**src/rtl/ddp_rx_parse_pkg.sv**
```systemverilog
// Shared definitions for the DDP receive parser: header layout, FSM encodings, error codes.
// Latency: n/a (definitions only).
// Backpressure: n/a.
package ddp_rx_parse_pkg;

    localparam int DDP_DATA_W     = 256;
    localparam int DDP_QUEUES     = 4;
    localparam int BYTES_PER_WORD = 32;
    localparam int BPW_SHIFT      = 5;    // log2(BYTES_PER_WORD)

    // Header word field offsets and widths
    localparam int DDP_CTRL_LSB   = 0;
    localparam int DDP_CTRL_W     = 8;
    localparam int RDMAP_CTRL_LSB = 8;
    localparam int RDMAP_CTRL_W   = 8;
    localparam int RDMAP_HDR_LSB  = 16;
    localparam int RDMAP_HDR_W    = 56;
    localparam int LEN_LSB        = 72;
    localparam int LEN_W          = 16;
    localparam int QIDX_LSB       = 88;
    localparam int QIDX_W         = 4;
    localparam int HDR_USED_W     = 92;   // bits above this are ignored
    localparam int WL_W           = 12;   // payload word down-counter width

    // Packed view of header word bits [91:0], MSB field first
    typedef struct packed {
        logic [QIDX_W-1:0]       qidx;
        logic [LEN_W-1:0]        len;
        logic [RDMAP_HDR_W-1:0]  rdmap_hdr;
        logic [RDMAP_CTRL_W-1:0] rdmap_ctrl;
        logic [DDP_CTRL_W-1:0]   ddp_ctrl;
    } hdr_t;

    localparam logic [1:0] ST_IDLE    = 2'd0;
    localparam logic [1:0] ST_PAYLOAD = 2'd1;
    localparam logic [1:0] ST_DROP    = 2'd2;

    localparam logic [1:0] ERR_LEN   = 2'd1;
    localparam logic [1:0] ERR_SOP   = 2'd2;
    localparam logic [1:0] ERR_QUEUE = 2'd3;

    // ceil(len/32) on the length already truncated modulo 4096
    function automatic logic [WL_W-1:0] words_for_len(input logic [WL_W-1:0] len);
        logic [WL_W:0] sum;
        sum = {1'b0, len} + (WL_W+1)'(BYTES_PER_WORD - 1);
        return WL_W'(sum >> BPW_SHIFT);
    endfunction

endpackage

```
**src/rtl/ddp_rx_parse_hdr_slot.sv**
```systemverilog
// Single-entry holding register for the RDMAP header of the last good segment.
// Latency: load visible 1 cycle after load_i; valid clears 1 cycle after ready_i is sampled high.
// Backpressure: data held stable while valid_o && !ready_i; the parent stops new loads while valid.
// Ports: clk/rst_n, load_i + hdr_i/ctrl_i (fill), ready_i (consume), valid_o/hdr_o/ctrl_o (slot).
module ddp_rx_parse_hdr_slot
    import ddp_rx_parse_pkg::*;
(
    input  logic                    clk,
    input  logic                    rst_n,
    input  logic                    load_i,
    input  logic [RDMAP_HDR_W-1:0]  hdr_i,
    input  logic [RDMAP_CTRL_W-1:0] ctrl_i,
    input  logic                    ready_i,
    output logic                    valid_o,
    output logic [RDMAP_HDR_W-1:0]  hdr_o,
    output logic [RDMAP_CTRL_W-1:0] ctrl_o
);

    logic                    vld_q, vld_d;
    logic [RDMAP_HDR_W-1:0]  hdr_q, hdr_d;
    logic [RDMAP_CTRL_W-1:0] ctrl_q, ctrl_d;

    always_comb begin
        vld_d  = vld_q;
        hdr_d  = hdr_q;
        ctrl_d = ctrl_q;
        if (load_i) begin
            vld_d  = 1'b1;
            hdr_d  = hdr_i;
            ctrl_d = ctrl_i;
        end else if (vld_q && ready_i) begin
            vld_d  = 1'b0;
        end
    end

    always_ff @(posedge clk or negedge rst_n) begin
        if (!rst_n) begin
            vld_q  <= 1'b0;
            hdr_q  <= '0;
            ctrl_q <= '0;
        end else begin
            vld_q  <= vld_d;
            hdr_q  <= hdr_d;
            ctrl_q <= ctrl_d;
        end
    end

    assign valid_o = vld_q;
    assign hdr_o   = hdr_q;
    assign ctrl_o  = ctrl_q;

endmodule

```
**src/rtl/ddp_rx_parse.sv**
```systemverilog
// DDP segment parser: header decode, payload steering to one of QUEUES queues, error reporting.
// Latency: payload push 1 cycle after word accept; header slot / error / segment count 1 cycle after last word.
// Backpressure: rx_ready_o low while the header slot is occupied (IDLE) or the target queue is full (PAYLOAD).
// Ports: rx_* segment stream in, queue_full_i, push_* payload out, ddp2rdmap_* header slot,
//        err_* error pulse, seg_cnt_o good-segment count with seg_cnt_ld_* preload.
module ddp_rx_parse
    import ddp_rx_parse_pkg::*;
#(
    parameter int DATA_W = DDP_DATA_W,
    parameter int QUEUES = DDP_QUEUES
) (
    input  logic                    clk,
    input  logic                    rst_n,
    input  logic [DATA_W-1:0]       rx_data_i,
    input  logic                    rx_valid_i,
    input  logic                    rx_sop_i,
    input  logic                    rx_eop_i,
    output logic                    rx_ready_o,
    input  logic [QUEUES-1:0]       queue_full_i,
    output logic                    push_o,
    output logic [DATA_W-1:0]       push_data_o,
    output logic [QUEUES-1:0]       qn_o,
    output logic                    ddp2rdmap_hdr_valid_o,
    output logic [RDMAP_HDR_W-1:0]  ddp2rdmap_header_o,
    output logic [RDMAP_CTRL_W-1:0] ddp2rdmap_control_o,
    input  logic                    rdmap_hdr_ready_i,
    output logic                    err_valid_o,
    output logic [1:0]              err_code_o,
    output logic [15:0]             seg_cnt_o,
    input  logic                    seg_cnt_ld_i,
    input  logic [15:0]             seg_cnt_ld_dat_i
);

    localparam int              QI_W     = (QUEUES > 1) ? $clog2(QUEUES) : 1;
    localparam logic [QIDX_W-1:0] QUEUES_L = QIDX_W'(QUEUES);

    logic [1:0]              state_q, state_d;
    logic [QI_W-1:0]         qidx_q, qidx_d;
    logic [WL_W-1:0]         wl_q, wl_d;
    logic [RDMAP_HDR_W-1:0]  rhdr_q, rhdr_d;
    logic [RDMAP_CTRL_W-1:0] rctrl_q, rctrl_d;
    logic                    run_q;
    logic                    push_q, push_d;
    logic [DATA_W-1:0]       push_data_q, push_data_d;
    logic [QUEUES-1:0]       qn_q, qn_d;
    logic                    err_vld_q, err_vld_d;
    logic [1:0]              err_code_q, err_code_d;
    logic [15:0]             seg_cnt_q;

    logic                    good;
    logic [RDMAP_HDR_W-1:0]  slot_hdr;
    logic [RDMAP_CTRL_W-1:0] slot_ctrl;
    logic                    slot_vld;
    logic                    rdy;
    logic                    xfer;
    hdr_t                    hdr;
    logic [WL_W-1:0]         len12;
    logic                    unused_ok;

    assign hdr       = hdr_t'(rx_data_i[HDR_USED_W-1:0]);
    assign len12     = hdr.len[WL_W-1:0];
    assign unused_ok = ^{rx_data_i[DATA_W-1:HDR_USED_W], hdr.ddp_ctrl, hdr.len[LEN_W-1:WL_W]};

    // run_q keeps rx_ready_o low during reset and for the first cycle after release,
    // so ready never depends combinationally on the reset pin.
    always_comb begin
        rdy = 1'b0;
        if (run_q) begin
            case (state_q)
                ST_IDLE:    rdy = !slot_vld;
                ST_PAYLOAD: rdy = !queue_full_i[qidx_q];
                ST_DROP:    rdy = 1'b1;
                default:    rdy = 1'b0;
            endcase
        end
    end

    assign rx_ready_o = rdy;
    assign xfer       = rx_valid_i && rdy;

    always_comb begin
        state_d     = state_q;
        qidx_d      = qidx_q;
        wl_d        = wl_q;
        rhdr_d      = rhdr_q;
        rctrl_d     = rctrl_q;
        push_d      = 1'b0;
        push_data_d = push_data_q;
        qn_d        = qn_q;
        err_vld_d   = 1'b0;
        err_code_d  = err_code_q;
        good        = 1'b0;
        slot_hdr    = rhdr_q;
        slot_ctrl   = rctrl_q;
        case (state_q)
            ST_IDLE: begin
                // non-sop words in IDLE are swallowed without a report
                if (xfer && rx_sop_i) begin
                    rhdr_d  = hdr.rdmap_hdr;
                    rctrl_d = hdr.rdmap_ctrl;
                    qidx_d  = hdr.qidx[QI_W-1:0];
                    wl_d    = words_for_len(len12);
                    if (hdr.qidx >= QUEUES_L) begin
                        err_vld_d  = 1'b1;
                        err_code_d = ERR_QUEUE;
                        state_d    = rx_eop_i ? ST_IDLE : ST_DROP;
                    end else if (len12 == '0) begin
                        if (rx_eop_i) begin
                            // header-only segment completes here; slot fed straight from the wire
                            good      = 1'b1;
                            slot_hdr  = hdr.rdmap_hdr;
                            slot_ctrl = hdr.rdmap_ctrl;
                        end else begin
                            err_vld_d  = 1'b1;
                            err_code_d = ERR_LEN;
                            state_d    = ST_DROP;
                        end
                    end else if (rx_eop_i) begin
                        err_vld_d  = 1'b1;
                        err_code_d = ERR_LEN;
                    end else begin
                        state_d = ST_PAYLOAD;
                    end
                end
            end
            ST_PAYLOAD: begin
                if (xfer) begin
                    if (rx_sop_i) begin
                        err_vld_d  = 1'b1;
                        err_code_d = ERR_SOP;
                        state_d    = rx_eop_i ? ST_IDLE : ST_DROP;
                    end else begin
                        push_d      = 1'b1;
                        push_data_d = rx_data_i;
                        qn_d        = {{(QUEUES-1){1'b0}}, 1'b1} << qidx_q;
                        wl_d        = wl_q - 1'b1;
                        if (wl_q == WL_W'(1)) begin
                            if (rx_eop_i) begin
                                good    = 1'b1;
                                state_d = ST_IDLE;
                            end else begin
                                err_vld_d  = 1'b1;
                                err_code_d = ERR_LEN;
                                state_d    = ST_DROP;
                            end
                        end else if (rx_eop_i) begin
                            // short segment: already-pushed words stay pushed
                            err_vld_d  = 1'b1;
                            err_code_d = ERR_LEN;
                            state_d    = ST_IDLE;
                        end
                    end
                end
            end
            ST_DROP: begin
                if (xfer && rx_eop_i) begin
                    state_d = ST_IDLE;
                end
            end
            default: state_d = ST_IDLE;
        endcase
    end

    always_ff @(posedge clk or negedge rst_n) begin
        if (!rst_n) begin
            state_q     <= ST_IDLE;
            qidx_q      <= '0;
            wl_q        <= '0;
            rhdr_q      <= '0;
            rctrl_q     <= '0;
            run_q       <= 1'b0;
            push_q      <= 1'b0;
            push_data_q <= '0;
            qn_q        <= '0;
            err_vld_q   <= 1'b0;
            err_code_q  <= '0;
            seg_cnt_q   <= '0;
        end else begin
            state_q     <= state_d;
            qidx_q      <= qidx_d;
            wl_q        <= wl_d;
            rhdr_q      <= rhdr_d;
            rctrl_q     <= rctrl_d;
            run_q       <= 1'b1;
            push_q      <= push_d;
            push_data_q <= push_data_d;
            qn_q        <= qn_d;
            err_vld_q   <= err_vld_d;
            err_code_q  <= err_code_d;
            if (seg_cnt_ld_i) begin
                seg_cnt_q <= seg_cnt_ld_dat_i;
            end else if (good) begin
                seg_cnt_q <= seg_cnt_q + 16'd1;
            end
        end
    end

    ddp_rx_parse_hdr_slot u_hdr_slot (
        .clk     (clk),
        .rst_n   (rst_n),
        .load_i  (good),
        .hdr_i   (slot_hdr),
        .ctrl_i  (slot_ctrl),
        .ready_i (rdmap_hdr_ready_i),
        .valid_o (slot_vld),
        .hdr_o   (ddp2rdmap_header_o),
        .ctrl_o  (ddp2rdmap_control_o)
    );

    assign ddp2rdmap_hdr_valid_o = slot_vld;
    assign push_o                = push_q;
    assign push_data_o           = push_data_q;
    assign qn_o                  = qn_q;
    assign err_valid_o           = err_vld_q;
    assign err_code_o            = err_code_q;
    assign seg_cnt_o             = seg_cnt_q;

endmodule

```
**config.mk**
```make
export PLATFORM = sky130hd
export DESIGN_NAME = ddp_rx_parse
export DESIGN_NICKNAME = d
export VERILOG_FILES = /design/src/rtl/ddp_rx_parse_pkg.sv /design/src/rtl/ddp_rx_parse_hdr_slot.sv /design/src/rtl/ddp_rx_parse.sv
export SDC_FILE = /design/constraint.sdc
export NUM_CORES = 1
export LEC_CHECK = 0
export ABC_AREA = 1
export CAP_MARGIN = 25
export CORE_AREA = 4 4 244 246
export CTS_BUF_LIST = sky130_fd_sc_hd__clkbuf_2
export DETAILED_ROUTE_END_ITERATION = 16
export DIE_AREA = 0 0 248 250
export PLACE_DENSITY = 0.55
export SLEW_MARGIN = 10
export SYNTH_ARGS = -nofsm -noshare
export SYNTH_HDL_FRONTEND = slang
export SYNTH_HIERARCHICAL = 1
export SYNTH_SLANG_ARGS = --single-unit
export TNS_END_PERCENT = 5
```
**constraint.sdc**
```tcl
create_clock -name clk -period 7 [get_ports clk]
set_clock_uncertainty 0.15 [all_clocks]
set_input_delay 1.4 -clock clk [delete_from_list [all_inputs] [get_ports clk]]
set_output_delay 1.4 -clock clk [all_outputs]
set_load 0.01 [all_outputs]
```
==> results of run 1 <==
==> sequential cells by signal, summed over array words and instances (netlist names), 4 cells and up <==
register,count
seg_cnt_o,16
rhdr_q,56
wl_q,12
rctrl_q,8
push_data_o,256
u_hdr_slot/hdr_o,56
qn_o,4
u_hdr_slot/ctrl_o,8
==> critical path: cells and delay by family <==
| family | cells | cell delay, ps |
|---|---|---|
| and+or+nand+nor | 4 | 310 |
| AOI/OAI and AO/OA | 1 | 260 |
| buffers and inverters | 2 | 1030 |
==> repair_timing <==
action | in CTS | in global routing
hold buffers | 1 | 0
endpoints found under the hold margin | 65 | 0
resized for setup | 0 | 0
==> final cells by class <==
cell class              count  area, µm²  share of cell area [%]
clock buffers             184        921                    3.56
inverters                 119        454                    1.76
diodes                      4       10.0                  0.0387
well taps                 765        957                    3.70
clock inverters            34        148                   0.571
multi-input cells        1496       6290                    24.3
flip-flops and latches    426      10700                    41.2
repair buffers            640       6430                    24.9
==> power by group <==
group	leakage (µW)	switching (µW)	internal, µW	total [µW]
clock network	0.000832	1080	700	1780
logic	0.00672	1680	1790	3470
registers	0.00557	524	3340	3860
total	0.0131	3280	5830	9110
==> metrics by stage <==
| step | hold WS (ps) | instances | area [µm²] | worst slack, ps | util (%) |
|---|---|---|---|---|---|
| 2_1_floorplan | 292 | 2152 | 18000 | 3480 | - |
| 3_3_place_gp | 304 | 3445 | 24800 | 1990 | 43.2 |
| 3_5_place_dp | 308 | 3445 | 24800 | 1870 | 43.2 |
| 4_1_cts | 329 | 3664 | 25900 | 2320 | 45.1 |
| 5_1_grt | 343 | 3667 | 25900 | 2290 | 45.1 |
| 6_report | 324 | 3668 | 25900 | 2450 | 45.1 |
==> placed cells by master, fill, tap and decap left out, types with 7 or more instances in the layout <==
| cell type | count |
|---|---|
| dfrtp_1 | 426 |
| nand3_1 | 44 |
| clkbuf_2 | 184 |
| o21ai_1 | 105 |
| clkdlybuf4s50_1 | 627 |
| buf_4 | 7 |
| inv_2 | 7 |
| o21ai_0 | 122 |
| nor2_1 | 40 |
| xor2_1 | 8 |
| nand4_1 | 22 |
| nand2_1 | 1106 |
| inv_1 | 111 |
| clkinv_1 | 25 |
==> logic make-up (layout without fill, tap and decap cells) <==
group / after synthesis / in the layout
fa+ha+maj: 6 / 6
xor+xnor: 14 / 14
compound gates: 242 / 242
buf+inv: 230 / 977
other cells: 1 / 5
flops: 426 / 426
simple gates: 1233 / 1233
==> worst paths after layout <==
check | startpoint | end | slack [ps] | cells after the start
hold reg to reg | push_data_o[136] | push_data_o[136] | 320 | 2
min in group asynchronous | rst_n | push_data_o[88] | 720 | 2
max in group asynchronous | rst_n | push_data_o[196] | 4600 | 3
setup / recovery | queue_full_i[2] | rx_ready_o | 2450 | 7
hold / removal | push_data_o[136] | push_data_o[136] | 320 | 2
setup reg to reg | wl_q[1] | u_hdr_slot/hdr_o[30] | 3410 | 12
==> routing by layer <==
metal	part of all wire, %	track usage, %
met5	0.061	0
met4	3.1	7.37
met3	9.8	8.16
met2	48	34.1
met1	39	23.8
==> impl_results.md, run 1 <==
- Status: finished, final reports clean
- Commonest cells in the netlist: nand2_1 (1107), dfrtp_1 (426), o21ai_0 (122)
- Fillers: 5741
- Global-route wire length before repair: 98200 µm
- CTS tree: yes
- Synth Area in Simple Gates: 26.8%
- Initial Utilization: 31.4%
- Adder-cell share of the synthesized area: 0.417%
- Worst EP required: 5450 ps
- Max incr delay on CP: 630 ps
- Clk Latency, worst-skew pair: 1100 ps
- Drt drc: 0
- Number of flops mapped to enable cells by yosys: 0
- Mapped Nets: 2441
- CP Capture Type: output port
- Max H-tree Level: 3
- Cells after synthesis: 2152
- Reg clk slew, reported paths: 80 ps
- Fin crit period: 4550 ps
- Die area: 0.0620 mm²
- Max Cap Viol: 0
- Xor/xnor share of the synthesized area: 0.681%
- Synth Register Bits: 426
- Top cells by area, synth: dfrtp_1 (59%), nand2_1 (23%), o21ai_0 (3.4%)
- Cell breakdown of the critical path: clkdlybuf4s50_1 > nand2_1 > nand2_1 > nand2_1 > nand3_2 > a21oi_4 > clkdlybuf4s50_1
- CTS buffer count: 119
- Worst Max-Slew Pin Slew: 1080 ps
- Detailed-route vias per instance: 4.48
- Cell leakage power: 0.0131 µW
- Via count: 16446
- Multiplexer share of the synthesized area: 0%
- WL/cell: 17.8 µm
- Clock sink count: 426
- Final Max Slew Viols: 0
- Async SR Flop Fraction: 100%
- Syn avg cell area: 8.36 µm²
- Slew HR: 28.3%
- Largest net degree at the start of global routing: 188
- Maximum buffer depth of the clock tree: 3
- Top cell type's share of synthesized area: 59.2%
- Vias in the first global route: 16531
- Detailed Routing Iterations Pass 1: 5
- Critical path type: in -> out
- VDD IR max: 0.195 mV
- Number of nets in the layout: 3091
- Synth warnings: 6
- Setup TNS: 0 ps
- Synth area leader: dfrtp_1
- Tcrit/Tclk final: 65.0%
- Final WL: 65200 µm
- Core Rows: 88
- Core region area: 0.0574 mm²
- Largest family of logic cells by synthesized area: simple AND/OR/NAND/NOR gates
- CTS root buffer: clkbuf_2
- Gpl congestion: 0.830
- Crit path launch type: primary input
- Netlist cell types: 38
- Share of layout cells above drive strength 1: 7.83%
- Total power: 9110 µW
- Global Route Usage Sum: 20.5%
- Final hold violations: 0
- Cell Area, Synth: 0.0180 mm²
- Crit-path max FO: 5
- # setup viols final: 0
- Die Y: 250 µm
- Post-route ant nets: 0
- Post-CTS Setup Inserts: 0
- Post-DP HPWL: 46700 µm
- Top-count cell post-synth: nand2_1
- I/O Buffers: 628
- Synth-to-Final Area Change: 43.8%
- Pwr Density: 352 mW/mm²
- Most used cell, CP: nand2_1
- Crit-path slowest cell: clkdlybuf4s50_1
- Unrepaired setup endpoints after global routing: false
- Ports: 629
- Data arrival, critical path: 3000 ps
- Worst min path class: reg -> reg
- Peak Freq: 220 MHz
- Antenna violations before repair: 7
- Seq/Total Area, Yosys: 59.2%
- Synth Flop Type: dfrtp_1
- Complex-gate fraction of the synthesized area: 6.93%
- Die width: 248 µm
- Starting DRC count in detailed routing: 957
- GRT overflow: 0
Note: power is estimated with default switching activity, not from simulation.
==> run 2: changes to the inputs <==
==> constraint.sdc (replaced) <==
create_clock -name clk -period 4.34 [get_ports clk]
set_clock_uncertainty 0.15 [all_clocks]
set_input_delay 0.868 -clock clk [delete_from_list [all_inputs] [get_ports clk]]
set_output_delay 0.868 -clock clk [all_outputs]
set_load 0.01 [all_outputs]
==> run 2 against run 1 <==
Worst hold slack got worse by 130 ps; cell area increased by 6.0%; non-clock buffer count increased by 152; count of clock-buffer cells in the layout decreased by 3; clock power increased by 62%; critical path depth unchanged; critical path type is now reg -> out; critical endpoint unchanged; largest cell class unchanged; highest routed layer unchanged.
==> impl_results.md, run 2 (synthesis results as in run 1) <==
- Detailed Routing Iterations Pass 1: 5
- Footprint of the multi-input gates: 0.00629 mm²
- Tcrit/Tclk final: 87.8%
- Starting DRC count in detailed routing: 797
- Largest net degree at the start of global routing: 188
- Synth-to-Final Area Change: 52.4%
- Die Y: 250 µm
- Crit path launch type: register
- Detailed-route vias per instance: 4.52
- # setup viols final: 0
- Reg clk slew, reported paths: 100 ps
- Data arrival, critical path: 2790 ps
- CTS root buffer: clkbuf_2
- Most used cells in the layout excluding fill and tap cells: nand2_1 (1106), clkdlybuf4s50_1 (627), dfrtp_1 (426), clkbuf_2 (181), dlygate4sd3_1 (139)
- CTS buffer count: 114
- Die width: 248 µm
- Register area: 0.0107 mm²
- Fillers: 5594
- Reg power frac: 41.9%
- Crit-path max FO: 6
- Clock sink count: 426
- Global Route Usage Sum: 20.9%
- Vias in the first global route: 17206
- Clk Latency, worst-skew pair: 1060 ps
- CTS tree: yes
- Final Max Slew Viols: 0
- Number of nets in the layout: 3238
- Setup TNS: 0 ps
- Final hold violations: 0
- Worst min path class: in -> async
- Switch Pwr: 5340 µW
- Crit path from: qidx_q[0]
- Sw Share: 35.9%
- Critical Path End: rx_ready_o
- Peak Freq: 263 MHz
- Worst EP required: 3320 ps
- Max FFs per register: 256
- Core Rows: 88
- Pwr Density: 543 mW/mm²
- Ports: 629
- GRT overflow: 0
- Core region area: 0.0574 mm²
- Initial Utilization: 31.4%
- CTS Hold Bufs: 139
- Placement Cell Area: 0.0250 mm²
- Logic pwr share: 38.7%
- VDD IR max: 0.266 mV
- CTS resizes: 0
- RR Startpoint: state_q[1]
- Max H-tree Level: 3
- Cell leakage power: 0.0138 µW
- Worst R2R Path Depth: 8
- Clk pwr share: 19.4%
- Unrepaired setup endpoints after global routing: false
- Fin crit period: 3810 ps
- Maximum buffer depth of the clock tree: 3
- Global-route wire length before repair: 101000 µm
- Final WL: 67200 µm
- Internal power: 9540 µW
- Via count: 17205
- Gpl congestion: 0.858
- Max Cap Viol: 0
- Die area: 0.0620 mm²
- Worst R2R End: push_data_o[175]
- Antenna violations before repair: 10
- Drt drc: 0
- Worst Max-Slew Pin Slew: 1010 ps
- CP Capture Type: output port
- Reg2Reg Setup Slack: 1520 ps
- Critical path type: reg -> out
- Slew HR: 32.4%
- Post-route ant nets: 0
- WL/cell: 17.6 µm
- Finished Cell Area: 0.0274 mm²
- Share of layout cells above drive strength 1: 7.84%
- Post-CTS Setup Inserts: 0
- Status: finished, final reports clean
- Post-DP HPWL: 47500 µm
- Commonest non-fill, non-tap cell in the layout: nand2_1
- I/O Buffers: 628
run 2: changes by cell type in the layout (fill, tap and decap cells not counted), sizes merged:
cell,delta
buf,+14
bufinv,+1
clkbuf,-3
clkinv,-16
clkinvlp,+1
diode,+3
dlygate4sd3,+138
inv,+2
run 2: worst min-delay path by stage:
stage / endpoint / from / depth (start not counted) / slack [ps]
final: push_data_o[54] / rst_n / 2 / 200
after global routing: push_data_o[7] / rx_data_i[7] / 3 / 30
after CTS: push_data_o[40] / rx_data_i[40] / 3 / 2
after detailed placement: push_data_o[205] / push_data_o[205] / 2 / 310
after global placement: push_data_o[225] / push_data_o[225] / 2 / 300
after floorplan: wl_q[1] / wl_q[1] / 2 / 290
run 2: stage by stage:
step | hold WS (ps) | utilization, % | setup slack [ps] | total power (µW) | instances
after CTS | 2.14 | 47.8 | 327 | 15100 | 3801
after global placement | 303 | 43.6 | 570 | 11900 | 3459
after global routing | 26.1 | 47.8 | 226 | 16000 | 3808
after floorplan | 292 | - | 1350 | 8520 | 2152
final | 196 | 47.8 | 532 | 14900 | 3808
after detailed placement | 307 | 43.6 | 572 | 12000 | 3459
run 2: cell type report:
| type | count | area share, % |
|---|---|---|
| Sequential cell | 426 | 38.9 |
| Clock buffer | 181 | 3.30 |
| Antenna cell | 7 | 0.0639 |
| Timing Repair Buffer | 792 | 29.2 |
| Multi-Input combinational cell | 1496 | 22.9 |
| Clock inverter | 22 | 0.493 |
| Inverter | 119 | 1.66 |
| Tap cell | 765 | 3.49 |
run 2: metal layers:
metal | vias up | global-route usage, % | wire (µm)
li1 | 8344 | - | -
met1 | 8162 | 24.7 | 26900
met2 | 594 | 34.5 | 32100
met3 | 103 | 7.60 | 6280
met4 | 2 | 8.19 | 1920
met5 | - | 0 | 7
run 2: power by group through the flow:
stage                     logic [µW]  clock network [µW]  registers, µW
after floorplan                 1800                   0           6720
after global placement          5640                   0           6240
after detailed placement        5700                   0           6290
after CTS                       5830                3040           6220
after global routing            6320                3260           6410
final                           5760                2890           6230
run 2: critical path, cell delays in order, from the launching register on:
cell and delay, ps:
dfrtp_1 470, inv_2 80, nand2_1 60, nand2_1 50, nand2_1 110, nand3_2 110, a21oi_4 230, clkdlybuf4s50_1 650
==> run 3: changes to the inputs <==
--- a/config.mk
+++ b/config.mk
@@ -9,6 +9,7 @@
 export CAP_MARGIN = 25
 export CORE_AREA = 4 4 244 246
 export CTS_BUF_LIST = sky130_fd_sc_hd__clkbuf_2
+export CTS_CLUSTER_DIAMETER = 150
 export DETAILED_ROUTE_END_ITERATION = 16
 export DIE_AREA = 0 0 248 250
 export PLACE_DENSITY = 0.55
==> results of run 3 <==
The final DEF is identical to that of run 2; final timing and power are the same.
